### config.mk
export PLATFORM = sky130hd
export DESIGN_NAME = capture_trigger_ctrl_flat
export DESIGN_NICKNAME = d
export VERILOG_FILES = /design/src/rtl/capture_trigger_ctrl_pkg.sv /design/src/rtl/capture_trigger_ctrl_if.sv /design/src/rtl/capture_trigger_ctrl_detect.sv /design/src/rtl/capture_trigger_ctrl.sv /design/src/flat_wrapper.sv
export SDC_FILE = /design/constraint.sdc
export NUM_CORES = 1
export LEC_CHECK = 0
export CAP_MARGIN = 0
export CORE_MARGIN = 10
export CORE_UTILIZATION = 56
export CTS_CLUSTER_DIAMETER = 50
export CTS_CLUSTER_SIZE = 12
export DETAILED_ROUTE_END_ITERATION = 10
export PLACE_DENSITY = 0.8
export SLEW_MARGIN = 30
export SYNTH_ARGS = -nofsm -noshare
export SYNTH_HDL_FRONTEND = slang
export SYNTH_HIERARCHICAL = 1
export SYNTH_SLANG_ARGS = --single-unit
### constraint.sdc
create_clock -name adc_sampleclk -period 5.4 [get_ports adc_sampleclk]
set_input_delay 1.08 -clock adc_sampleclk [delete_from_list [all_inputs] [get_ports adc_sampleclk]]
set_output_delay 1.08 -clock adc_sampleclk [all_outputs]
set_load 0.02 [all_outputs]
### src/rtl/capture_trigger_ctrl_pkg.sv
// Shared state and trigger-mode codes for the capture trigger controller.
// The register map decodes state_o and trig_mode_i with these same values.
package capture_trigger_ctrl_pkg;

   localparam int STATE_W = 3;

   typedef enum logic [STATE_W-1:0] {
      ST_IDLE    = 3'd0,
      ST_ARMED   = 3'd1,
      ST_OFFSET  = 3'd2,
      ST_CAPTURE = 3'd3,
      ST_DONE    = 3'd4
   } state_t;

   typedef enum logic [1:0] {
      TRIG_RISE = 2'b00,
      TRIG_FALL = 2'b01,
      TRIG_HIGH = 2'b10,
      TRIG_LOW  = 2'b11
   } trig_mode_t;

endpackage

### src/rtl/capture_trigger_ctrl_if.sv
// Control/status bundle between the register layer (master) and the capture trigger controller (slave).
interface capture_trigger_ctrl_if #(
   parameter int CNT_W = 32
);
   // Protocol: a rising arm_i starts one capture sequence; adc_capture_go stays high for the whole
   // capture until adc_capture_stop is honoured; arm_i low aborts or releases the sequence at any time.
   logic             arm_i;
   logic [1:0]       trig_mode_i;
   logic             trigger_i;
   logic             trigger_now_i;
   logic [CNT_W-1:0] offset_i;
   logic [CNT_W-1:0] timeout_i;
   logic             adc_capture_stop;
   logic             adc_capture_go;
   logic             adc_trig_status;
   logic             armed_o;
   logic             capture_done_o;
   logic             timed_out_o;
   logic [2:0]       state_o;

   modport master (
      output arm_i, trig_mode_i, trigger_i, trigger_now_i, offset_i, timeout_i, adc_capture_stop,
      input  adc_capture_go, adc_trig_status, armed_o, capture_done_o, timed_out_o, state_o
   );

   modport slave (
      input  arm_i, trig_mode_i, trigger_i, trigger_now_i, offset_i, timeout_i, adc_capture_stop,
      output adc_capture_go, adc_trig_status, armed_o, capture_done_o, timed_out_o, state_o
   );
endinterface

### src/rtl/capture_trigger_ctrl_detect.sv
// Trigger front end: synchronizes the external trigger pin, detects edges and
// selects the hit condition for the current trigger mode.
module capture_trigger_ctrl_detect
   import capture_trigger_ctrl_pkg::*;
#(
   parameter int SYNC_STAGES = 2
) (
   input  logic       clk,
   input  logic       rst,
   input  logic       trigger,
   input  logic       force_trig,
   input  logic [1:0] mode,
   output logic       status,
   output logic       hit
);

   logic [SYNC_STAGES-1:0] sync_q;
   logic                   prev_q;
   logic                   rise_q;
   logic                   fall_q;
   logic                   mode_hit;

   // Edges are registered, so edge modes see the pin one cycle later than level modes.
   always_ff @(posedge clk or posedge rst) begin
      if (rst) begin
         sync_q <= '0;
         prev_q <= 1'b0;
         rise_q <= 1'b0;
         fall_q <= 1'b0;
      end else begin
         sync_q <= {sync_q[SYNC_STAGES-2:0], trigger};
         prev_q <= sync_q[SYNC_STAGES-1];
         rise_q <= sync_q[SYNC_STAGES-1] & ~prev_q;
         fall_q <= ~sync_q[SYNC_STAGES-1] & prev_q;
      end
   end

   assign status = sync_q[SYNC_STAGES-1];

   always_comb begin
      mode_hit = 1'b0;
      case (trig_mode_t'(mode))
         TRIG_RISE: mode_hit = rise_q;
         TRIG_FALL: mode_hit = fall_q;
         TRIG_HIGH: mode_hit = status;
         TRIG_LOW:  mode_hit = ~status;
         default:   mode_hit = 1'b0;
      endcase
   end

   assign hit = mode_hit | force_trig;

endmodule

### src/rtl/capture_trigger_ctrl.sv
// Capture sequencer: arm, wait for trigger or timeout, optional post-trigger offset,
// then hold adc_capture_go until the FIFO path reports stop.
module capture_trigger_ctrl
   import capture_trigger_ctrl_pkg::*;
#(
   parameter int SYNC_STAGES = 2,
   parameter int CNT_W       = 32,
   parameter int STOP_BLANK  = 2
) (
   input logic                  adc_sampleclk,
   input logic                  reset_i,
   capture_trigger_ctrl_if.slave bus
);

   localparam int                 BLANK_W    = $clog2(STOP_BLANK + 2);
   localparam logic [BLANK_W-1:0] BLANK_LAST = BLANK_W'(STOP_BLANK);
   localparam logic [BLANK_W-1:0] BLANK_ONE  = BLANK_W'(1);
   localparam logic [CNT_W-1:0]   CNT_ONE    = CNT_W'(1);

   state_t             state_q;
   state_t             state_d;
   logic               arm_q;
   logic [CNT_W-1:0]   to_cnt_q;
   logic [CNT_W-1:0]   off_cnt_q;
   logic [BLANK_W-1:0] blank_q;
   logic               go_q;
   logic               timed_out_q;

   logic               trig_status;
   logic               trig_hit;
   logic               arm_rise;
   logic               timeout_hit;
   logic               timeout_fire;
   logic               blank_done;
   logic               enter_capture;

   capture_trigger_ctrl_detect #(
      .SYNC_STAGES (SYNC_STAGES)
   ) u_detect (
      .clk        (adc_sampleclk),
      .rst        (reset_i),
      .trigger    (bus.trigger_i),
      .force_trig (bus.trigger_now_i),
      .mode       (bus.trig_mode_i),
      .status     (trig_status),
      .hit        (trig_hit)
   );

   assign arm_rise      = bus.arm_i & ~arm_q;
   assign timeout_hit   = (bus.timeout_i != '0) && (to_cnt_q == bus.timeout_i - CNT_ONE);
   assign blank_done    = (blank_q >= BLANK_LAST);
   assign enter_capture = (state_d == ST_CAPTURE) && (state_q != ST_CAPTURE);

   // arm_i low has priority over every forward transition.
   always_comb begin
      state_d      = state_q;
      timeout_fire = 1'b0;
      case (state_q)
         ST_IDLE: begin
            if (arm_rise) state_d = ST_ARMED;
         end
         ST_ARMED: begin
            if (!bus.arm_i) begin
               state_d = ST_IDLE;
            end else if (trig_hit || timeout_hit) begin
               state_d      = (bus.offset_i != '0) ? ST_OFFSET : ST_CAPTURE;
               timeout_fire = ~trig_hit;
            end
         end
         ST_OFFSET: begin
            if (!bus.arm_i)            state_d = ST_IDLE;
            else if (off_cnt_q == '0)  state_d = ST_CAPTURE;
         end
         ST_CAPTURE: begin
            if (!bus.arm_i)                                 state_d = ST_IDLE;
            else if (blank_done && bus.adc_capture_stop)    state_d = ST_DONE;
         end
         ST_DONE: begin
            if (!bus.arm_i) state_d = ST_IDLE;
         end
         default: state_d = ST_IDLE;
      endcase
   end

   always_ff @(posedge adc_sampleclk or posedge reset_i) begin
      if (reset_i) begin
         state_q     <= ST_IDLE;
         arm_q       <= 1'b0;
         to_cnt_q    <= '0;
         off_cnt_q   <= '0;
         blank_q     <= '0;
         go_q        <= 1'b0;
         timed_out_q <= 1'b0;
      end else begin
         state_q <= state_d;
         arm_q   <= bus.arm_i;
         go_q    <= (state_d == ST_CAPTURE);

         if (state_q == ST_IDLE && state_d == ST_ARMED) begin
            to_cnt_q    <= '0;
            timed_out_q <= 1'b0;
         end else if (state_q == ST_ARMED && to_cnt_q != '1) begin
            to_cnt_q <= to_cnt_q + CNT_ONE;
         end

         if (timeout_fire) timed_out_q <= 1'b1;

         // Offset is latched on leaving ARMED and then counted down to zero.
         if (state_q == ST_ARMED && state_d == ST_OFFSET) begin
            off_cnt_q <= bus.offset_i - CNT_ONE;
         end else if (state_q == ST_OFFSET && off_cnt_q != '0) begin
            off_cnt_q <= off_cnt_q - CNT_ONE;
         end

         if (enter_capture) begin
            blank_q <= '0;
         end else if (state_q == ST_CAPTURE && !blank_done) begin
            blank_q <= blank_q + BLANK_ONE;
         end
      end
   end

   assign bus.adc_capture_go  = go_q;
   assign bus.adc_trig_status = trig_status;
   assign bus.armed_o         = (state_q == ST_ARMED) || (state_q == ST_OFFSET);
   assign bus.capture_done_o  = (state_q == ST_DONE);
   assign bus.timed_out_o     = timed_out_q;
   assign bus.state_o         = state_q;

endmodule

### src/flat_wrapper.sv
// flat-port wrapper written by rule: the top's interface ports become plain ports
module capture_trigger_ctrl_flat import capture_trigger_ctrl_pkg::*;
#(
   parameter int SYNC_STAGES = 2,
   parameter int CNT_W       = 32,
   parameter int STOP_BLANK  = 2
)
  (adc_sampleclk, reset_i, bus_arm_i, bus_trig_mode_i, bus_trigger_i, bus_trigger_now_i, bus_offset_i, bus_timeout_i, bus_adc_capture_stop, bus_adc_capture_go, bus_adc_trig_status, bus_armed_o, bus_capture_done_o, bus_timed_out_o, bus_state_o);
  capture_trigger_ctrl_if #(.CNT_W(CNT_W)) bus_i ();
  input logic adc_sampleclk;
  input logic reset_i;
  input wire logic [$bits(bus_i.arm_i)-1:0] bus_arm_i;
  input wire logic [$bits(bus_i.trig_mode_i)-1:0] bus_trig_mode_i;
  input wire logic [$bits(bus_i.trigger_i)-1:0] bus_trigger_i;
  input wire logic [$bits(bus_i.trigger_now_i)-1:0] bus_trigger_now_i;
  input wire logic [$bits(bus_i.offset_i)-1:0] bus_offset_i;
  input wire logic [$bits(bus_i.timeout_i)-1:0] bus_timeout_i;
  input wire logic [$bits(bus_i.adc_capture_stop)-1:0] bus_adc_capture_stop;
  output wire logic [$bits(bus_i.adc_capture_go)-1:0] bus_adc_capture_go;
  output wire logic [$bits(bus_i.adc_trig_status)-1:0] bus_adc_trig_status;
  output wire logic [$bits(bus_i.armed_o)-1:0] bus_armed_o;
  output wire logic [$bits(bus_i.capture_done_o)-1:0] bus_capture_done_o;
  output wire logic [$bits(bus_i.timed_out_o)-1:0] bus_timed_out_o;
  output wire logic [$bits(bus_i.state_o)-1:0] bus_state_o;
  assign bus_i.arm_i = bus_arm_i;
  assign bus_i.trig_mode_i = bus_trig_mode_i;
  assign bus_i.trigger_i = bus_trigger_i;
  assign bus_i.trigger_now_i = bus_trigger_now_i;
  assign bus_i.offset_i = bus_offset_i;
  assign bus_i.timeout_i = bus_timeout_i;
  assign bus_i.adc_capture_stop = bus_adc_capture_stop;
  assign bus_adc_capture_go = bus_i.adc_capture_go;
  assign bus_adc_trig_status = bus_i.adc_trig_status;
  assign bus_armed_o = bus_i.armed_o;
  assign bus_capture_done_o = bus_i.capture_done_o;
  assign bus_timed_out_o = bus_i.timed_out_o;
  assign bus_state_o = bus_i.state_o;
  capture_trigger_ctrl #(.SYNC_STAGES(SYNC_STAGES), .CNT_W(CNT_W), .STOP_BLANK(STOP_BLANK)) u_core (.adc_sampleclk(adc_sampleclk), .reset_i(reset_i), .bus(bus_i));
endmodule
=== Word-level counts from Yosys, hierarchy flattened ===
Cells that the tools add are included.
Widths: inputs -> output; s select.

* Muxes and demuxes: 22
* Add/subtract/negate cells: 5
* Order comparisons: 1
* Reduce and logical (&&, ||, !) cells: 21
* Equal/unequal tests: 13
* Bitwise gates (word level): 8

{| class="wikitable"
|+ Operators with widths
! cell !! count
|-
| $mux 32 || 4
|-
| $reduce_bool 32->1 || 3
|-
| $sub 32x1->32 const B || 3
|-
| $add 32x1->32 const B || 1
|-
| $eq 32x32->1 || 1
|-
| $logic_not 32->1 || 1
|-
| $ne 32x32->1 const B || 1
|-
| $mux 3 || 8
|-
| $pmux 3 s5 || 1
|-
| $eq 3x2->1 const B || 4
|-
| $logic_and 1x1->1 || 8
|-
| $reduce_bool 2->1 || 4
|-
| $eq 3x1->1 const B || 2
|-
| $mux 1 || 6
|-
| $eq 2x2->1 const B || 2
|-
| $mux 2 || 2
|-
| $not 1->1 || 4
|-
| $pmux 1 s4 || 1
|-
| $and 1x1->1 || 3
|-
| $eq 3x3->1 const B || 1
|-
| $logic_not 3->1 || 1
|-
| $ne 3x2->1 const B || 1
|-
| $add 2x1->2 const B || 1
|-
| $eq 2x1->1 const B || 1
|-
| other kinds (5) || 6
|}

* Register bits after elaboration: 77

=== Logic depth before layout (Yosys ltp) ===
* Depth after elaboration: 11
* Mapped depth: 20
* Mapped depth without buffers: 19

=== By module ===
Netlist, hierarchy kept.

{| class="wikitable"
|+ Modules (own cells, without submodules)
! module !! area an instance (um^2) !! cells each !! times used
|-
| capture_trigger_ctrl || 5,489.0 || 660 || 1
|-
| capture_trigger_ctrl_detect || 177.7 || 13 || 1
|}

=== Worst setup path after synthesis ===
Ideal clock, no wire load.

* Path kind: input -> register
* Start point: in bus_timeout_i[0]
* End point: reg u_core.off_cnt_q[30]
* Arrival: 5.523 ns
* Stages on the path: 20
* Slack: -0.217 ns
* Path buffers: 1
* Required time: 5.306 ns
* Cells stage by stage: inv_1 > ha_1 > or3b_1 > nor3_1 > o21ai_0 > a211o_1 > or4_1 > and4bb_2 > a31oi_2 > nor3_4 > buf_4 > mux2i_1 > ha_1 > nand3_1 > or3_1 > or3_1 > nor3_1 > nand2_1 > xor2_1 > a221oi_2

* Longest elaborated chain between the ends: 10
* Elaborated cells between the ends (all ways): 12
* Classes of those cells: 1 x add/sub; 2 x eq/ne; 4 x mux; 5 x reduce/logical

{| class="wikitable"
|+ RTL lines
! element !! line !! RTL
|-
| from (decl) || flat_wrapper.sv:17 || <nowiki>input wire logic [$bits(bus_i.timeout_i)-1:0] bus_timeout_i;</nowiki>
|-
| $sub 32x1->32 || capture_trigger_ctrl.sv:50 || <nowiki>assign timeout_hit = (bus.timeout_i != '0) && (to_cnt_q == bus.timeout_i - CNT_ONE);</nowiki>
|-
| $eq 32x32->1 || capture_trigger_ctrl.sv:50 ||
|-
| $logic_and 1x1->1 (*) || capture_trigger_ctrl.sv:50 ||
|-
| $logic_or 1x1->1 (*) || capture_trigger_ctrl.sv:65 || <nowiki>end else if (trig_hit || timeout_hit) begin</nowiki>
|-
| $mux 3 (*) || capture_trigger_ctrl.sv:65 ||
|-
| $mux 3 (*) || capture_trigger_ctrl.sv:63 || <nowiki>if (!bus.arm_i) begin</nowiki>
|-
| $pmux 3 s5 (*) || capture_trigger_ctrl.sv:58 || <nowiki>case (state_q)</nowiki>
|-
| $eq 3x2->1 (*) || capture_trigger_ctrl.sv:109 || <nowiki>if (state_q == ST_ARMED && state_d == ST_OFFSET) begin</nowiki>
|-
| $logic_and 1x1->1 (*) || capture_trigger_ctrl.sv:109 ||
|-
| $mux 32 or $reduce_bool 2->1 (tied branches) || -- ||
|-
| to (signal assigned) || capture_trigger_ctrl.sv:110 || <nowiki>off_cnt_q <= bus.offset_i - CNT_ONE;</nowiki>
|-
| to (signal assigned) || capture_trigger_ctrl.sv:112 || <nowiki>off_cnt_q <= off_cnt_q - CNT_ONE;</nowiki>
|-
| to (decl) || capture_trigger_ctrl.sv:24 || <nowiki>logic [CNT_W-1:0] off_cnt_q;</nowiki>
|}

Mark *: on every way between the ends. The rest lies on a longest branch, timed or not.
A chain may end at the register's enable or synchronous reset.

=== Final worst setup path ===
* Start point: in bus_timeout_i[14]
* End point: reg u_core.off_cnt_q[30]

Same word-level chain as after synthesis.

==> key figures <==
Route
  • Vias: 5553
  • Total wire length: 16.2 mm
  • DRT Pass-1 Iters: 6
  • Vias per cell: 5.80
  • Initial DRC Count: 355
  • Routed Antenna Nets: 0
  • DRC violations left: 0
  • DR WL/cell: 16.9 um

Synthesis
  • Synth Register Bits: 77
  • FFs w/ async S/R, synth: 100%
  • Main synth FF type: dfrtp_1
  • Sequential-to-total area share from yosys stat: 34.0%
  • Post-synth top area cell: dfrtp_1
  • Syn nets: 749
  • Average cell area after synthesis: 8.42 sq um
  • Synth Cell Area: 5670 sq um
  • Cell variety after synth: 68
  • Top cells by area, synth: dfrtp_1 34%, xor2_1 9.4%, xnor2_1 9.0%
  • Synth warn: 6
  • Yosys top cell area share: 34.0%
  • Post-synth EDFFs: 0
  • Cell count after synthesis: 673
  • Synth top cells by count: 91 x nor2_1, 77 x dfrtp_1, 61 x xor2_1, 58 x xnor2_1, 52 x nand2_1
  • Top-count cell post-synth: nor2_1

Clocking
  • CTS tree: built
  • Clock sinks: 77
  • CTS HTree Levels: 3
  • Post-CTS Hold Fix Bufs: 0
  • Clock root cell: clkbuf_8
  • Worst-skew pair later-pin latency: 0.36 ns
  • CTS buffer count: 9
  • Longest Clk Path Bufs: 2
  • Clock slew seen by the registers of the worst setup and hold paths: 0.08 ns

Worst setup path
  • Cell mode on critical path: or3_4
  • CP Cell Sequence: clkdlybuf4s50_1 > or4_4 > buf_4 > or3_4 > o32a_1 > a211o_1 > a21oi_2 > a21oi_2 > a31oi_4 > nor3_4 > mux2i_1 > ha_2 > nand3_1 > or3_4 > or3_4 > nor3_4 > nand2_1 > xor2_1 > a221oi_2
  • Critical Path Slowest Stage Cell: or4_4
  • Startpoint Class: input pin
  • Endpoint type of the worst setup path: register
  • Crit-path max FO: 5
  • Crit Path Class: in2reg
  • Worst path bufs/invs: 2
  • Arrival time worst endpoint: 5.46 ns
  • Critical Path RT: 5.68 ns
  • Family with the most delay on the worst path: simple AND/OR/NAND/NOR gates
  • CP max stage delay: 0.55 ns

Power and ir drop
  • Leak: 2.98 nW
  • Max IR drop VDD: 0.269 mV
  • Total power: 1.91 mW
  • Pwr/cell area: 255 nW/um^2

Place
  • Port-buffer cells: 79
  • Dpl hpwl: 12.4 mm
  • Placed cells: 935
  • DP Worst Slack: -0.434 ns
  • Post-Place Cell Area: 7080 sq um
  • Routability Congestion: 0.934

Final layout
  • Layout cells sized above 1: 16.7%
  • Area delta synth->final: 32.6%
  • Design area: 7510 sq um
  • FILL cells: 723
  • Nets@finish: 896
  • # diodes: 0
  • Final Util: 76.5%
  • Cell Count, Final, Fillers Out: 958

GRT
  • First-pass GRT wire length: 26.4 mm
  • GRT Overall Usage: 21.9%
  • Largest net degree at the start of global routing: 46
  • Initial antenna violation count: 0
  • Global route overflow: 0
  • Number of global-route vias before repair: 5596

Timing
  • TNS Setup: 0 ns
  • Fmax: 0.193 GHz
  • Slew Limit Fails: 0
  • Final Hold Fails: 0
  • Minimum clock period: 5.18 ns
  • Hold slack: 0.359 ns
  • Setup violators final: 0
  • Clock Skews: 0.00526 ns
  • Final setup margin: 0.217 ns
  • Crit share post-route: 96.0%
  • Slew @ Worst Pin: 0.779 ns
  • Rel. slew slack: 48.0%

Floorplanning
  • Width of the chip: 121 um
  • Io pins: 80
  • Die area: 14500 sq um
  • Die height: 121 um
  • Initial Util: 57.7%
  • Core box area: 9820 sq um
  • Site Rows: 36

Min path
  • Hold Path Class: reg2reg

Outcome
  • Status: complete, no violations

Flow run
  • Total of max-cap violations: 0
## kinds of logic after synthesis
kind of cell / synth area share (%)
buffers and inverters: 2.80
XOR/XNOR: 18.4
adder cells (fa/ha/maj): 0.883
multiplexers: 2.69
AND/OR/NAND/NOR: 30.3
AO/OA/AOI/OAI: 10.9
flip-flops: 34.0
## path summary, 6_finish.rpt
kind | from | to | slack, ns | cells past startpoint
max in group asynchronous | reset_i | u_core/to_cnt_q[24] | 3.37 | 3
min in group asynchronous | reset_i | u_core/u_detect/fall_q | 0.97 | 2
hold reg to reg | u_core/u_detect/sync_q[0] | u_core/u_detect/sync_q[1] | 0.36 | 0
setup reg to reg | u_core/to_cnt_q[3] | u_core/off_cnt_q[30] | 1.29 | 16
hold / removal | u_core/u_detect/sync_q[0] | u_core/u_detect/sync_q[1] | 0.36 | 0
setup / recovery | bus_timeout_i[14] | u_core/off_cnt_q[30] | 0.22 | 19
## layout make-up
cell class                 instances  area (sq um)  share of cell area (%)
clock buffer                      10           128                    1.70
clock inverter                     6           111                    1.48
inverter                          19          72.6                   0.966
multi-input combinational        558          3750                    50.0
sequential                        77          1930                    25.6
tap                              133           166                    2.21
timing repair buffer             155          1360                    18.0
## worst register-to-register path: stages (launching register included)
cell	delay (ns)
dfrtp_1	0.45
xnor2_1	0.27
a22oi_1	0.11
a211o_1	0.29
or4_1	0.39
and4bb_2	0.34
a31oi_4	0.12
nor3_4	0.20
mux2i_1	0.23
ha_2	0.20
nand3_1	0.10
or3_4	0.35
or3_4	0.36
nor3_4	0.13
nand2_1	0.09
xor2_1	0.15
a221oi_2	0.24
## registers in the layout, indices dropped and copies added, names as in the netlist
name and count:
u_core/u_detect/fall_q 1, u_core/to_cnt_q 32, u_core/arm_q 1, u_core/u_detect/rise_q 1, u_core/off_cnt_q 32, u_core/bus.timed_out_o 1, u_core/u_detect/sync_q 2, u_core/blank_q 2
u_core/u_detect/prev_q 1, u_core/bus.adc_capture_go 1, u_core/bus.state_o 3
## report_power, final
| group | internal [mW] | switching, mW | total (mW) |
|---|---|---|---|
| Clock | 0.307 | 0.216 | 0.523 |
| Combinational | 0.271 | 0.281 | 0.552 |
| Sequential | 0.703 | 0.136 | 0.839 |
| Total | 1.28 | 0.633 | 1.91 |
## layout by cell type, fill, tap and decap left out, types with 13 or more instances in the layout
master            n
nor2_1           90
dfrtp_1          77
buf_4            76
clkdlybuf4s50_1  71
xor2_1           61
xnor2_1          58
nand2_1          52
nor3_1           32
nand3_1          28
o21ai_0          22
a21oi_1          20
inv_1            18
nor4_1           18
nand4_1          15
or3_1            14
mux2i_1          13
## timing repair
item	4_1_cts	5_1_grt
pin swaps	4	11
setup endpoints to repair	2	3
gates resized for setup	12	26
setup buffers	3	4
## per-layer routing
layer	vias up	global-route usage, %	share of wire [%]	wire length, um
met2	187	39.2	51	8250
met4	0	5.88	1.3	207
met3	20	4.42	5.1	833
met5	-	0	0	0
li1	2701	-	-	-
met1	2645	25.9	43	6930
Note: power is estimated with default switching activity, not from simulation.
